--- src/rtl/raifes_hasti_rr_arbiter_pkg.sv ---
// Shared types and constants for the HASTI round-robin arbiter.
//   - Bus field widths and HTRANS/HRESP encodings
//   - Default peripheral window (base/mask)
//   - Request buffer record, memory-port FSM state and grant owner types
package raifes_hasti_rr_arbiter_pkg;

    localparam int unsigned HASTI_ADDR_WIDTH  = 32;
    localparam int unsigned HASTI_BUS_WIDTH   = 32;
    localparam int unsigned HASTI_SIZE_WIDTH  = 3;
    localparam int unsigned HASTI_PROT_WIDTH  = 4;
    localparam int unsigned HASTI_TRANS_WIDTH = 2;
    localparam int unsigned HASTI_RESP_WIDTH  = 1;

    localparam logic [HASTI_TRANS_WIDTH-1:0] HASTI_TRANS_IDLE   = 2'b00;
    localparam logic [HASTI_TRANS_WIDTH-1:0] HASTI_TRANS_BUSY   = 2'b01;
    localparam logic [HASTI_TRANS_WIDTH-1:0] HASTI_TRANS_NONSEQ = 2'b10;
    localparam logic [HASTI_TRANS_WIDTH-1:0] HASTI_TRANS_SEQ    = 2'b11;

    localparam logic [HASTI_RESP_WIDTH-1:0] HASTI_RESP_OKAY  = 1'b0;
    localparam logic [HASTI_RESP_WIDTH-1:0] HASTI_RESP_ERROR = 1'b1;

    localparam logic [HASTI_ADDR_WIDTH-1:0] PER_BASE_DEFAULT = 32'h4000_0000;
    localparam logic [HASTI_ADDR_WIDTH-1:0] PER_MASK_DEFAULT = 32'hF000_0000;

    typedef enum logic {TgtMem, TgtPer} target_e;

    typedef enum logic [1:0] {MIdle, MDataI, MDataD} mem_state_e;

    typedef enum logic {GntImem, GntDmem} master_e;

    // Address-phase controls captured from one master.
    typedef struct packed {
        logic [HASTI_ADDR_WIDTH-1:0] addr;
        logic                        write;
        logic [HASTI_SIZE_WIDTH-1:0] size;
        logic [HASTI_PROT_WIDTH-1:0] prot;
        logic                        lock;
        target_e                     target;
    } req_t;

    function automatic logic in_window(input logic [HASTI_ADDR_WIDTH-1:0] addr,
                                       input logic [HASTI_ADDR_WIDTH-1:0] base,
                                       input logic [HASTI_ADDR_WIDTH-1:0] mask);
        return (addr & mask) == base;
    endfunction

endpackage

--- src/rtl/raifes_hasti_req_buf.sv ---
// Per-master request buffer.
// Captures a master's address phase whenever the master sees hready=1 with an active
// transfer (NONSEQ/SEQ), holds it until the arbiter issues it and the data phase completes,
// and produces the master-side hready/hrdata/hresp.
// Ports:
//   clk, reset            clock, synchronous active-high reset
//   haddr..hmastlock      master address-phase inputs
//   per_hit               captured address targets the peripheral port
//   issue                 arbiter drives this buffer's address phase this cycle
//   owner                 this master owns the data phase currently in progress
//   slv_*                 response of the slave owning the data phase
//   req / valid / pending buffered request, buffer occupied, occupied and not yet issued
//   hready/hrdata/hresp   master handshake/response
module raifes_hasti_req_buf
    import raifes_hasti_rr_arbiter_pkg::*;
(
    input  logic                         clk,
    input  logic                         reset,
    input  logic [HASTI_ADDR_WIDTH-1:0]  haddr,
    input  logic                         hwrite,
    input  logic [HASTI_SIZE_WIDTH-1:0]  hsize,
    input  logic [HASTI_PROT_WIDTH-1:0]  hprot,
    input  logic [HASTI_TRANS_WIDTH-1:0] htrans,
    input  logic                         hmastlock,
    input  logic                         per_hit,
    input  logic                         issue,
    input  logic                         owner,
    input  logic                         slv_hready,
    input  logic [HASTI_BUS_WIDTH-1:0]   slv_hrdata,
    input  logic [HASTI_RESP_WIDTH-1:0]  slv_hresp,
    output req_t                         req,
    output logic                         valid,
    output logic                         pending,
    output logic                         hready,
    output logic [HASTI_BUS_WIDTH-1:0]   hrdata,
    output logic [HASTI_RESP_WIDTH-1:0]  hresp
);

    logic valid_q;
    logic issued_q;
    req_t req_q;
    logic done;
    logic capture;
    logic unused_htrans;

    // Only htrans[1] distinguishes NONSEQ/SEQ from IDLE/BUSY.
    assign unused_htrans = htrans[0];

    assign done    = owner & slv_hready;
    assign hready  = ~valid_q | done;
    assign capture = hready & htrans[1];

    always_ff @(posedge clk) begin
        if (reset) begin
            valid_q  <= 1'b0;
            issued_q <= 1'b0;
            req_q    <= '0;
        end else if (capture) begin
            // A completing master may present its next address in the same cycle.
            valid_q  <= 1'b1;
            issued_q <= 1'b0;
            req_q    <= '{addr:   haddr,
                          write:  hwrite,
                          size:   hsize,
                          prot:   hprot,
                          lock:   hmastlock,
                          target: per_hit ? TgtPer : TgtMem};
        end else if (done) begin
            valid_q  <= 1'b0;
            issued_q <= 1'b0;
        end else if (issue) begin
            issued_q <= 1'b1;
        end
    end

    assign req     = req_q;
    assign valid   = valid_q;
    assign pending = valid_q & ~issued_q;
    assign hrdata  = owner ? slv_hrdata : '0;
    assign hresp   = owner ? slv_hresp : HASTI_RESP_OKAY;

endmodule

--- src/rtl/raifes_hasti_rr_arbiter.sv ---
// Round-robin HASTI arbiter: imem and dmem share the memory slave port; dmem accesses in
// the peripheral window go to a dedicated peripheral port instead.
// Ports:
//   clk, reset              clock, synchronous active-high reset
//   imem_* / dmem_*         master address/data inputs, hrdata/hready/hresp outputs
//   mem_*                   shared memory slave: address phase + hwdata out, response in
//   per_*                   peripheral slave (dmem only): address phase + hwdata out,
//                           response in
module raifes_hasti_rr_arbiter
    import raifes_hasti_rr_arbiter_pkg::*;
#(
    parameter logic [HASTI_ADDR_WIDTH-1:0] PER_BASE = PER_BASE_DEFAULT,
    parameter logic [HASTI_ADDR_WIDTH-1:0] PER_MASK = PER_MASK_DEFAULT
) (
    input  logic                         clk,
    input  logic                         reset,

    input  logic [HASTI_ADDR_WIDTH-1:0]  imem_haddr,
    input  logic                         imem_hwrite,
    input  logic [HASTI_SIZE_WIDTH-1:0]  imem_hsize,
    input  logic [HASTI_PROT_WIDTH-1:0]  imem_hprot,
    input  logic [HASTI_TRANS_WIDTH-1:0] imem_htrans,
    input  logic [HASTI_BUS_WIDTH-1:0]   imem_hwdata,
    output logic [HASTI_BUS_WIDTH-1:0]   imem_hrdata,
    output logic                         imem_hready,
    output logic [HASTI_RESP_WIDTH-1:0]  imem_hresp,

    input  logic [HASTI_ADDR_WIDTH-1:0]  dmem_haddr,
    input  logic                         dmem_hwrite,
    input  logic [HASTI_SIZE_WIDTH-1:0]  dmem_hsize,
    input  logic [HASTI_PROT_WIDTH-1:0]  dmem_hprot,
    input  logic [HASTI_TRANS_WIDTH-1:0] dmem_htrans,
    input  logic                         dmem_hmastlock,
    input  logic [HASTI_BUS_WIDTH-1:0]   dmem_hwdata,
    output logic [HASTI_BUS_WIDTH-1:0]   dmem_hrdata,
    output logic                         dmem_hready,
    output logic [HASTI_RESP_WIDTH-1:0]  dmem_hresp,

    output logic [HASTI_ADDR_WIDTH-1:0]  mem_haddr,
    output logic                         mem_hwrite,
    output logic [HASTI_SIZE_WIDTH-1:0]  mem_hsize,
    output logic [HASTI_PROT_WIDTH-1:0]  mem_hprot,
    output logic [HASTI_TRANS_WIDTH-1:0] mem_htrans,
    output logic                         mem_hmastlock,
    output logic [HASTI_BUS_WIDTH-1:0]   mem_hwdata,
    input  logic [HASTI_BUS_WIDTH-1:0]   mem_hrdata,
    input  logic                         mem_hready,
    input  logic [HASTI_RESP_WIDTH-1:0]  mem_hresp,

    output logic [HASTI_ADDR_WIDTH-1:0]  per_haddr,
    output logic                         per_hwrite,
    output logic [HASTI_SIZE_WIDTH-1:0]  per_hsize,
    output logic [HASTI_TRANS_WIDTH-1:0] per_htrans,
    output logic [HASTI_BUS_WIDTH-1:0]   per_hwdata,
    input  logic [HASTI_BUS_WIDTH-1:0]   per_hrdata,
    input  logic                         per_hready,
    input  logic [HASTI_RESP_WIDTH-1:0]  per_hresp
);

    req_t       imem_req;
    req_t       dmem_req;
    logic       unused_imem_valid;
    logic       dmem_valid;
    logic       imem_pending;
    logic       dmem_pending;
    logic       imem_mem_pending;
    logic       dmem_mem_pending;
    logic       imem_issue;
    logic       dmem_issue;
    logic       per_issue;
    logic       can_issue;

    logic       imem_owner;
    logic       dmem_owner;
    logic       dmem_slv_hready;
    logic [HASTI_BUS_WIDTH-1:0]  dmem_slv_hrdata;
    logic [HASTI_RESP_WIDTH-1:0] dmem_slv_hresp;

    mem_state_e state_q, state_d;
    master_e    last_grant_q, last_grant_d;
    logic       lock_q, lock_d;       // last dmem issue on mem was locked
    logic       per_data_q, per_data_d;

    raifes_hasti_req_buf u_imem_buf (
        .clk        (clk),
        .reset      (reset),
        .haddr      (imem_haddr),
        .hwrite     (imem_hwrite),
        .hsize      (imem_hsize),
        .hprot      (imem_hprot),
        .htrans     (imem_htrans),
        .hmastlock  (1'b0),
        .per_hit    (1'b0),
        .issue      (imem_issue),
        .owner      (imem_owner),
        .slv_hready (mem_hready),
        .slv_hrdata (mem_hrdata),
        .slv_hresp  (mem_hresp),
        .req        (imem_req),
        .valid      (unused_imem_valid),
        .pending    (imem_pending),
        .hready     (imem_hready),
        .hrdata     (imem_hrdata),
        .hresp      (imem_hresp)
    );

    raifes_hasti_req_buf u_dmem_buf (
        .clk        (clk),
        .reset      (reset),
        .haddr      (dmem_haddr),
        .hwrite     (dmem_hwrite),
        .hsize      (dmem_hsize),
        .hprot      (dmem_hprot),
        .htrans     (dmem_htrans),
        .hmastlock  (dmem_hmastlock),
        .per_hit    (in_window(dmem_haddr, PER_BASE, PER_MASK)),
        .issue      (dmem_issue | per_issue),
        .owner      (dmem_owner),
        .slv_hready (dmem_slv_hready),
        .slv_hrdata (dmem_slv_hrdata),
        .slv_hresp  (dmem_slv_hresp),
        .req        (dmem_req),
        .valid      (dmem_valid),
        .pending    (dmem_pending),
        .hready     (dmem_hready),
        .hrdata     (dmem_hrdata),
        .hresp      (dmem_hresp)
    );

    assign imem_mem_pending = imem_pending & (imem_req.target == TgtMem);
    assign dmem_mem_pending = dmem_pending & (dmem_req.target == TgtMem);
    assign per_issue        = dmem_pending & (dmem_req.target == TgtPer);

    assign imem_owner = (state_q == MDataI);
    assign dmem_owner = (state_q == MDataD) | per_data_q;

    // The dmem buffer is in a data phase on at most one of the two slaves.
    assign dmem_slv_hready = per_data_q ? per_hready : mem_hready;
    assign dmem_slv_hrdata = per_data_q ? per_hrdata : mem_hrdata;
    assign dmem_slv_hresp  = per_data_q ? per_hresp  : mem_hresp;

    // Grant and memory-port FSM next state.
    always_comb begin
        imem_issue   = 1'b0;
        dmem_issue   = 1'b0;
        state_d      = state_q;
        last_grant_d = last_grant_q;
        lock_d       = lock_q;
        can_issue    = (state_q == MIdle) | mem_hready;

        if (can_issue) begin
            if (lock_q && dmem_valid) begin
                // Locked sequence in progress: imem waits until dmem lets go.
                dmem_issue = dmem_mem_pending;
            end else if (imem_mem_pending && dmem_mem_pending) begin
                if (last_grant_q == GntDmem) begin
                    imem_issue = 1'b1;
                end else begin
                    dmem_issue = 1'b1;
                end
            end else begin
                imem_issue = imem_mem_pending;
                dmem_issue = dmem_mem_pending;
            end
        end

        if (imem_issue) begin
            state_d      = MDataI;
            last_grant_d = GntImem;
        end else if (dmem_issue) begin
            state_d      = MDataD;
            last_grant_d = GntDmem;
            lock_d       = dmem_req.lock;
        end else if (state_q != MIdle && mem_hready) begin
            state_d = MIdle;
        end
    end

    always_comb begin
        per_data_d = per_data_q;
        if (per_issue) begin
            per_data_d = 1'b1;
        end else if (per_data_q && per_hready) begin
            per_data_d = 1'b0;
        end
    end

    always_ff @(posedge clk) begin
        if (reset) begin
            state_q      <= MIdle;
            last_grant_q <= GntDmem;
            lock_q       <= 1'b0;
            per_data_q   <= 1'b0;
        end else begin
            state_q      <= state_d;
            last_grant_q <= last_grant_d;
            lock_q       <= lock_d;
            per_data_q   <= per_data_d;
        end
    end

    // Memory address phase straight from the granted buffer.
    always_comb begin
        mem_haddr     = '0;
        mem_hwrite    = 1'b0;
        mem_hsize     = '0;
        mem_hprot     = '0;
        mem_htrans    = HASTI_TRANS_IDLE;
        mem_hmastlock = 1'b0;
        if (imem_issue) begin
            mem_haddr     = imem_req.addr;
            mem_hwrite    = imem_req.write;
            mem_hsize     = imem_req.size;
            mem_hprot     = imem_req.prot;
            mem_htrans    = HASTI_TRANS_NONSEQ;
            mem_hmastlock = imem_req.lock;
        end else if (dmem_issue) begin
            mem_haddr     = dmem_req.addr;
            mem_hwrite    = dmem_req.write;
            mem_hsize     = dmem_req.size;
            mem_hprot     = dmem_req.prot;
            mem_htrans    = HASTI_TRANS_NONSEQ;
            mem_hmastlock = dmem_req.lock;
        end
    end

    always_comb begin
        mem_hwdata = '0;
        unique case (state_q)
            MDataI:  mem_hwdata = imem_hwdata;
            MDataD:  mem_hwdata = dmem_hwdata;
            default: mem_hwdata = '0;
        endcase
    end

    always_comb begin
        per_haddr  = '0;
        per_hwrite = 1'b0;
        per_hsize  = '0;
        per_htrans = HASTI_TRANS_IDLE;
        if (per_issue) begin
            per_haddr  = dmem_req.addr;
            per_hwrite = dmem_req.write;
            per_hsize  = dmem_req.size;
            per_htrans = HASTI_TRANS_NONSEQ;
        end
    end

    assign per_hwdata = per_data_q ? dmem_hwdata : '0;

endmodule

--- config.mk ---
export PLATFORM = sky130hd
export DESIGN_NAME = raifes_hasti_rr_arbiter
export DESIGN_NICKNAME = d
export VERILOG_FILES = /design/src/rtl/raifes_hasti_rr_arbiter_pkg.sv /design/src/rtl/raifes_hasti_req_buf.sv /design/src/rtl/raifes_hasti_rr_arbiter.sv
export SDC_FILE = /design/constraint.sdc
export NUM_CORES = 1
export LEC_CHECK = 0
export BUFFER_PORTS_ARGS = -buffer_cell sky130_fd_sc_hd__buf_2
export CELL_PAD_IN_SITES_DETAIL_PLACEMENT = 0
export CELL_PAD_IN_SITES_GLOBAL_PLACEMENT = 1
export CORE_AREA = 2 2 166 168
export CTS_CLUSTER_DIAMETER = 100
export DETAILED_ROUTE_END_ITERATION = 8
export DIE_AREA = 0 0 168 170
export PLACE_DENSITY = 0.74
export SETUP_SLACK_MARGIN = 0.02
export SYNTH_ARGS = -nofsm -noshare
export SYNTH_HDL_FRONTEND = slang
export SYNTH_SLANG_ARGS = --single-unit
--- constraint.sdc ---
create_clock -name clk -period 1.8 [get_ports clk]
set_input_delay 0.36 -clock clk [delete_from_list [all_inputs] [get_ports clk]]
set_output_delay 0.36 -clock clk [all_outputs]
set_load 0.1 [all_outputs]
==> metrics, run 1 <==
status finished, violations left; failing checks negative setup slack; R2R setup slack -70 ps; Setup Skew 10.4 ps; mean routed wirelength per cell 24.1 um; post-route setup slack -645 ps; DRT iter0 DRCs 369; Startpoint Class flop; via count 7354; Pint 5.37 mW; Top FF cell, synth dfxtp_1; Area after DPL 0.0126 mm2; CP Max Fanout 5; worst hold start dmem_hprot[3]; Tot Pwr 9.22 mW; sequential-to-total area share from yosys stat 33.9%; final hold vios 0; FFs w/ async S/R, synth 0%; Root Driver clkbuf_16; WL met2 20.0 mm; DR pass1 iterations 4; vias per inst 4.78; number of H-tree levels 3; crit path DAT 2090 ps; TritonCTS clock tree done; clock buffer depth 2; CP Capture Type output port; commonest non-fill, non-tap cell in the layout buf_12; clock sinks 91; die height 170 um; Worst EP required 1440 ps; global-route wire length before repair 48.1 mm; leak pwr 6.28 nW; IO Count 432; Mapped Area 0.00538 mm2; Achievable Freq 0.409 GHz; hpwl dp 24.0 mm; Met3 Routed Length 2.82 mm; Final period util 136%; unrepaired setup endpoints after global routing yes; power share of the sequential group 24.6%; WL met1 12.7 mm; largest net degree at the start of global routing 43; r2r endpoint u_dmem_buf.req[39]; antenna violations before repair 12; core region area 0.0267 mm2; Yosys Warn Count 0; peak supply drop 0.000555 V; combinational share of power 53.1%; final-stage net count 1405; post-synth cell types 37; HP Class in2reg; top sig layer met5; Worst-path clk slew 80 ps; sw frac 41.7%; total track usage 22.8%; die area 0.0286 mm2; fin crit period 2450 ps; Port Buffers 427; most frequent cells in the layout buf_12 (244), buf_2 (216), dfxtp_1 (84); die width 168 um; Hold Slack 229 ps; cts bufs inserted 9; Hold Path Cell Cnt 3; share of layout cells above drive strength 1 75.3%; starting density of the core 20.2%; sw power 3.85 mW; final instance area 0.0149 mm2; Rows 60; Layout area overhead 177%; Slew Limit Fails 0; synthesized flop and latch total 91; clock share of power 22.3%; setup total negative slack -64630 ps; Placer Congestion 0.858; DR DRC count 0; kind of critical path reg2out; grt total ovfl 0; Power Density 620 mW/mm2; antenna-violating nets left 0; Hold Path End u_dmem_buf.req[5]; clock latency on the worst-skew pair 360 ps; cts hold-fix bufs 0; EDFF count, synth 0; cells on worst reg2reg path 9; MaxCap Viol Count 0; cells after synthesis 696; Reg2Reg Launch Point state_q[0]; Total Wirelength 37.1 mm; count of final setup violators 228; syn_area_per_cell 7.72 um2; vias in the first global route 7497
==> area by class of cell <==
type	instances	area, um2
sequential	91	1840
fill	2210	11800
clock buffer	9	225
clock inverter	7	92.6
tap	341	427
timing repair buffer	543	7350
antenna	9	22.5
inverter	7	28.8
multi-input combinational	531	4880
==> synth_stat cells, types with 2 or more instances <==
cell,n,area (um2)
a21bo_2,2,20.0
inv_1,7,26.3
nand3_1,2,10.0
mux2i_1,42,420
a22oi_1,72,541
a22o_1,33,289
nand2_1,89,334
and2_1,101,632
clkbuf_1,49,184
buf_4,11,82.6
buf_2,6,30.0
buf_1,2,7.51
nor2_1,86,323
dfxtp_1,91,1820
nor2b_1,34,213
a21oi_1,46,230
ha_1,3,37.5
==> per-stage QoR <==
step                setup slack (ps)  utilization (%)  cells
finish                          -645             55.8   1538
global route                    -687             55.8   1537
CTS                             -653             53.6   1506
detailed placement              -333             47.2   1435
global placement                -287             47.2   1435
floorplan                       -415                -    697
==> power groups by stage <==
stage          clock network [mW]  registers, mW  logic [mW]
5_1_grt                      2.19           2.28        5.05
2_1_floorplan                   0           2.25        2.58
6_report                     2.05           2.27        4.90
4_1_cts                      2.10           2.26        4.66
3_3_place_gp                    0           2.29        4.03
3_5_place_dp                    0           2.29        4.06
==> worst max-delay path, cell delays in order (launching register included) <==
cell and delay (ps):
dfxtp_2 320, or3b_4 420, a31oi_4 170, buf_6 140, buf_12 120, buf_16 140, a22oi_2 100, nor2_4 120
buf_12 180
==> timing repair <==
item / in CTS / in global routing
gates resized for setup: 169 / 64
pin swaps: 71 / 77
gates cloned: 23 / 18
buffers inserted: 32 / 14
setup endpoints to repair: 203 / 284
==> layer usage <==
metal,track usage (%),vias up
met5,0,-
met4,12.1,4
met3,5.65,72
met2,42.4,354
met1,23.6,3548
li1,-,3376
==> registers in the layout, indices dropped and copies added (netlist names) <==
register             flops
per_data_q               1
lock_q                   1
u_dmem_buf.valid         1
u_dmem_buf.issued_q      1
u_imem_buf.valid         1
state_q                  2
u_imem_buf.req          40
last_grant_q             1
u_dmem_buf.req          42
u_imem_buf.issued_q      1
==> how the worst max path moves through the flow <==
stage / depth (start not counted) / endpoint / from / slack (ps)
after floorplan: 6 / mem_haddr[11] / u_dmem_buf.valid / -410
after global placement: 6 / mem_haddr[13] / u_dmem_buf.issued_q / -290
after detailed placement: 6 / mem_haddr[19] / u_dmem_buf.issued_q / -330
after CTS: 8 / mem_haddr[19] / u_dmem_buf.req[0] / -650
after global routing: 6 / mem_haddr[15] / u_dmem_buf.issued_q / -690
final: 8 / mem_hsize[0] / u_dmem_buf.issued_q / -650
==> cell families (layout without fill, tap and decap cells) <==
| family | after synthesis | after routing | share of synthesized area [%] |
|---|---|---|---|
| buf+inv | 75 | 566 | 6.15 |
| fa+ha+maj | 3 | 3 | 0.698 |
| compound gates | 165 | 165 | 22.2 |
| simple gates | 319 | 319 | 29.2 |
| mux | 42 | 42 | 7.82 |
| flops | 91 | 91 | 33.9 |
| other cells | 1 | 11 | 0.0698 |
Note: power is estimated with default switching activity, not from simulation.
==> run 2, diff against run 1 <==
Settings changed: MAX_ROUTING_LAYER set to met4.
==> run 2 against run 1 <==
Against the previous run:
- the run still ends with negative setup slack left
- design area increased by 0.25%
- via count increased by 1.1%
- clock power about the same
- hold slack improved by 5.5 ps
- largest cell class unchanged
- die area unchanged
- sequential power about the same
- sequential share of layout area about the same
- largest power group unchanged
- count of clock-buffer cells in the layout unchanged
- cell count increased by 0.26%
- flip-flop and latch count unchanged
- non-clock buffer count increased by 3
==> metrics, run 2 (synthesis gave the netlist of run 1 again) <==
die height 170 um (unchanged); Final period util 135% (was 136%); Worst EP required 1440 ps (about the same); clock share of power 22.1% (was 22.3%); largest net degree at the start of global routing 43 (unchanged); number of H-tree levels 3 (unchanged); die width 168 um (unchanged); sw frac 41.7% (about the same); vias in the first global route 7545 (was 7497); DR DRC count 0 (unchanged); commonest non-fill, non-tap cell in the layout buf_12 (unchanged); HP Class in2reg (unchanged); Port Buffers 427 (unchanged); Area after DPL 0.0126 mm2 (unchanged); combinational share of power 53.3% (was 53.1%); post-route setup slack -637 ps (was -645 ps); count of final setup violators 237 (was 228); most frequent cells in the layout buf_12 (245), buf_2 (216), dfxtp_1 (84) (was buf_12 (244), buf_2 (216), dfxtp_1 (84)); Hold Slack 234 ps (was 229 ps); crit path DAT 2080 ps (was 2090 ps); Startpoint Class flop (unchanged); total track usage 23.4% (was 22.8%); share of layout cells above drive strength 1 75.3% (about the same); Rows 60 (unchanged); die area 0.0286 mm2 (unchanged); Achievable Freq 0.410 GHz (was 0.409 GHz); clock latency on the worst-skew pair 350 ps (was 360 ps); via count 7434 (was 7354); antenna-violating nets left 0 (unchanged); Pint 5.37 mW (about the same); Placer Congestion 0.873 (was 0.858); worst hold start dmem_hprot[3] (unchanged); Multi-input gate area 0.00488 mm2 (unchanged); vias per inst 4.82 (was 4.78); unrepaired setup endpoints after global routing yes (unchanged); core region area 0.0267 mm2 (unchanged); sw power 3.84 mW (was 3.85 mW); grt met1 use 24.0% (was 23.6%); Register Area 0.00184 mm2 (unchanged); final-stage net count 1408 (was 1405); Finished Layout Cells 1542 (was 1538); fillers 2202 (was 2210); clock buffer depth 2 (unchanged); Reg2Reg Launch Point state_q[0] (unchanged); Power Density 618 mW/mm2 (was 620 mW/mm2); TritonCTS clock tree done (unchanged); hpwl dp 24.0 mm (unchanged); starting density of the core 20.2% (unchanged); Total Wirelength 37.4 mm (was 37.1 mm); r2r endpoint u_imem_buf.req[10] (was u_dmem_buf.req[39]); power share of the sequential group 24.6% (about the same); Slew Limit Fails 0 (unchanged); Layout area overhead 177% (about the same); grt met2 use 42.4% (about the same); clock sinks 91 (unchanged); GR peak layer met2 (unchanged); IO Count 432 (unchanged); mean routed wirelength per cell 24.3 um (was 24.1 um); status finished, violations left (unchanged); final hold vios 0 (unchanged); leak pwr 6.30 nW (was 6.28 nW); max reg flops 42 (unchanged); DR pass1 iterations 4 (unchanged); cell count after placement 1435 (unchanged); Setup Skew 9.82 ps (was 10.4 ps); final instance area 0.0149 mm2 (about the same); antenna violations before repair 12 (unchanged); CP Max Fanout 5 (unchanged); cts bufs inserted 9 (unchanged); R2R setup slack -80 ps (was -70 ps); grt total ovfl 0 (unchanged); MaxCap Viol Count 0 (unchanged); DRT iter0 DRCs 402 (was 369); setup total negative slack -64290 ps (was -64630 ps); Hold Path Cell Cnt 3 (unchanged); failing checks negative setup slack (unchanged); cts hold-fix bufs 0 (unchanged); CP Capture Type output port (unchanged); kind of critical path reg2out (unchanged); fin crit period 2440 ps (was 2450 ps); Root Driver clkbuf_16 (unchanged); peak supply drop 0.000555 V (about the same); Hold Path End u_dmem_buf.req[5] (unchanged); cells on worst reg2reg path 10 (was 9); Worst-path clk slew 80 ps (about the same); met3 usage 4.98% (was 5.65%); global-route wire length before repair 48.0 mm (was 48.1 mm)
run 2: cell types whose count changed in the layout (fill, tap and decap cells not counted):
cell / previous run / this run
buf_6: 14 / 16
nand2_1: 78 / 79
and2_4: 77 / 79
buf_4: 27 / 28
and2_2: 24 / 22
buf_12: 244 / 245
nand2_2: 8 / 7
diode_2: 9 / 10
buf_8: 8 / 7
run 2: worst max-delay path by stage:
stage,slack (ps),start,cells past startpoint,endpoint
after global routing,-690,u_dmem_buf.issued_q,6,mem_haddr[15]
after floorplan,-410,u_dmem_buf.valid,6,mem_haddr[11]
after detailed placement,-330,u_dmem_buf.issued_q,6,mem_haddr[19]
after global placement,-290,u_dmem_buf.issued_q,6,mem_haddr[13]
final,-640,u_dmem_buf.issued_q,8,mem_hsize[0]
after CTS,-650,u_dmem_buf.req[0],8,mem_haddr[19]
run 2: metal layers:
layer | up-vias | share of wire, %
met5 | - | 0
met4 | 0 | 4.4
met3 | 73 | 6.3
met2 | 371 | 54
met1 | 3605 | 35
li1 | 3385 | -
run 2: worst max-delay path, stage by stage (launching register included):
cell and delay, ps:
dfxtp_2 320, or3b_4 420, a31oi_4 170, buf_6 140, buf_12 120, buf_16 140
a22oi_2 100, nor2_4 120, buf_12 180
run 2: final cells by class:
cell class                      count  share of cell area, %
Multi-Input combinational cell    531                   32.8
Antenna cell                       10                  0.168
Clock inverter                      7                  0.621
Sequential cell                    91                   12.3
Clock buffer                        9                   1.51
Timing Repair Buffer              546                   49.6
Inverter                            7                  0.193
Tap cell                          341                   2.86
run 2: power by group through the flow:
stage	registers [mW]	clock network (mW)	logic (mW)
detailed placement	2.29	0	4.06
finish	2.27	2.04	4.90
floorplan	2.25	0	2.58
global route	2.28	2.19	5.05
CTS	2.26	2.10	4.66
global placement	2.29	0	4.03
run 2: stage by stage:
step | util, % | power [mW] | setup slack, ps
after CTS | 53.6 | 9.02 | -653
after global routing | 55.9 | 9.52 | -687
after global placement | 47.2 | 6.32 | -287
after floorplan | - | 4.83 | -415
after detailed placement | 47.2 | 6.35 | -333
final | 55.9 | 9.21 | -637
run 2: repair_timing:
item	4_1_cts	5_1_grt
setup endpoints to repair	203	283
gates cloned	23	19
pin swaps	71	77
resized for setup	169	67
buffers inserted	32	16
==> run 3, diff against run 2 <==
Settings changed: CAP_MARGIN set to 5, PLACE_DENSITY 0.74 to not set, PLACE_DENSITY_LB_ADDON set to 0.12.
==> run 3 against run 2 <==
Against the previous run:
- the flow still finishes with violations (negative setup slack)
- total power up 0.15%
- combinational power about the same
- non-clock buffer count down 5
- sequential share of layout area about the same
- die area unchanged
- fmax up 0.82%
- wire length down 7.4%
- flip-flop and latch count unchanged
- critical endpoint is now mem_haddr[30]
- core utilization down 0.24 points
- cell count down 0.26%
- first-iteration DRC count down 50%
- global-route usage down 0.73 points
==> metrics, run 3 (synthesis gave the netlist of run 1 again) <==
status finished, violations left (unchanged); failing checks negative setup slack (unchanged); TritonCTS clock tree done (unchanged); Placer Congestion 0.821 (was 0.873); count of final setup violators 228 (was 237); commonest non-fill, non-tap cell in the layout buf_12 (unchanged); die width 168 um (unchanged); core region area 0.0267 mm2 (unchanged); fin crit period 2420 ps (was 2440 ps); Achievable Freq 0.414 GHz (was 0.410 GHz); final hold vios 0 (unchanged); clock latency on the worst-skew pair 340 ps (was 350 ps); Reg2Reg Launch Point u_dmem_buf.issued_q (was state_q[0]); largest net degree at the start of global routing 45 (was 43); number of H-tree levels 3 (unchanged); IO Count 432 (unchanged); Startpoint Class flop (unchanged); grt total ovfl 0 (unchanged); Port Buffers 427 (unchanged); antenna violations before repair 11 (was 12); cts hold-fix bufs 0 (unchanged); CP Capture Type output port (unchanged); leak pwr 6.25 nW (was 6.30 nW); worst slew pin tran 483 ps; crit path DAT 2060 ps (was 2080 ps); cell count after placement 1438 (was 1435); global-route wire length before repair 47.0 mm (was 48.0 mm); Hold Path Cell Cnt 3 (unchanged); max reg flops 42 (unchanged); die area 0.0286 mm2 (unchanged); share of layout cells above drive strength 1 74.9% (was 75.3%); Final period util 134% (was 135%); most frequent cells in the layout buf_12 (248), buf_2 (215), dfxtp_1 (85) (was buf_12 (245), buf_2 (216), dfxtp_1 (84)); hpwl dp 23.2 mm (was 24.0 mm); Power Density 621 mW/mm2 (was 618 mW/mm2); unrepaired setup endpoints after global routing yes (unchanged); clock buffer depth 2 (unchanged); Finished Layout Cells 1538 (was 1542); Hold Path End u_dmem_buf.req[23] (was u_dmem_buf.req[5]); total track usage 22.7% (was 23.4%); cts bufs inserted 9 (unchanged); r2r endpoint u_dmem_buf.issued_q (was u_imem_buf.req[10]); cells on worst reg2reg path 8 (was 10); Rel. slew slack 67.3%; peak supply drop 0.000387 V (was 0.000555 V); worst hold start dmem_haddr[13] (was dmem_hprot[3]); HP Class in2reg (unchanged); Worst-path clk slew 70 ps (was 80 ps); Total Wirelength 34.6 mm (was 37.4 mm); DRT iter0 DRCs 202 (was 402); mean routed wirelength per cell 22.5 um (was 24.3 um); DR DRC count 0 (unchanged); crit path launch u_dmem_buf.issued_q (unchanged); Worst EP required 1440 ps (about the same); antenna-violating nets left 0 (unchanged); Rows 60 (unchanged); kind of critical path reg2out (unchanged); die height 170 um (unchanged); CP Max Fanout 8 (was 5); vias in the first global route 7038 (was 7545); vias per inst 4.59 (was 4.82); Layout area overhead 176% (was 177%); DR pass1 iterations 4 (unchanged); Setup Skew 7.24 ps (was 9.82 ps); post-route setup slack -617 ps (was -637 ps); MaxCap Viol Count 0 (unchanged); Slew Limit Fails 0 (unchanged); clock sinks 91 (unchanged); final-stage net count 1403 (was 1408); Root Driver clkbuf_16 (unchanged); via count 7053 (was 7434); starting density of the core 20.2% (unchanged); DP Worst Slack -309 ps (was -333 ps); R2R setup slack -60 ps (was -80 ps)
run 3: critical path, stage by stage (launching register included):
cell and delay (ps):
dfxtp_2 330, or3b_4 430, a31oi_4 210, buf_12 180, buf_16 150, a22oi_2 100
nor2_4 130, buf_12 180
run 3: per-stage QoR:
stage	hold WS (ps)	cell area [um2]	setup TNS, ps	utilization [%]	total power [mW]
6_report	243	14800	-59900	55.7	9.22
5_1_grt	237	14800	-74190	55.7	9.55
4_1_cts	236	14400	-62990	54.1	9.13
3_5_place_dp	448	12600	-11620	47.3	6.34
3_3_place_gp	447	12600	-11100	47.3	6.32
2_1_floorplan	430	6770	-19100	-	4.83
run 3: power breakdown:
| group | switching (mW) | leakage (nW) | internal (mW) | total [mW] |
|---|---|---|---|---|
| Clock | 0.846 | 0.149 | 1.22 | 2.07 |
| Combinational | 2.74 | 5.36 | 2.16 | 4.90 |
| Sequential | 0.117 | 0.751 | 2.14 | 2.26 |
run 3: timing repair:
item	4_1_cts	5_1_grt
cloned	22	14
pin swaps	61	64
endpoints found under the hold margin	0	0
setup endpoints to repair	205	264
gates resized for setup	183	49
setup buffers	37	12
run 3: how the worst max path moves through the flow:
stage                                to  slack [ps]  depth (start not counted)
after detailed placement   mem_hprot[2]        -310                          6
after global placement     mem_hsize[2]        -290                          6
after CTS                 mem_haddr[22]        -600                          7
final                     mem_haddr[30]        -620                          7
after floorplan           mem_haddr[11]        -410                          6
after global routing         mem_hwrite        -670                          7
run 3: layer usage:
| metal | part of all wire (%) | global-route usage (%) | up-vias |
|---|---|---|---|
| met3 | 6.6 | 5.72 | 25 |
| met4 | 1.8 | 7.45 | 0 |
| li1 | - | - | 3362 |
| met5 | 0 | - | - |
| met2 | 54 | 40.6 | 265 |
| met1 | 38 | 24.6 | 3401 |
run 3: layout make-up:
cell class | instances | area, um2
Fill cell | 2316 | 11800
Tap cell | 341 | 427
Clock inverter | 6 | 88.8
Inverter | 7 | 31.3
Clock buffer | 10 | 229
Multi-Input combinational cell | 531 | 4890
Timing Repair Buffer | 541 | 7310
Sequential cell | 91 | 1840
Antenna cell | 11 | 27.5
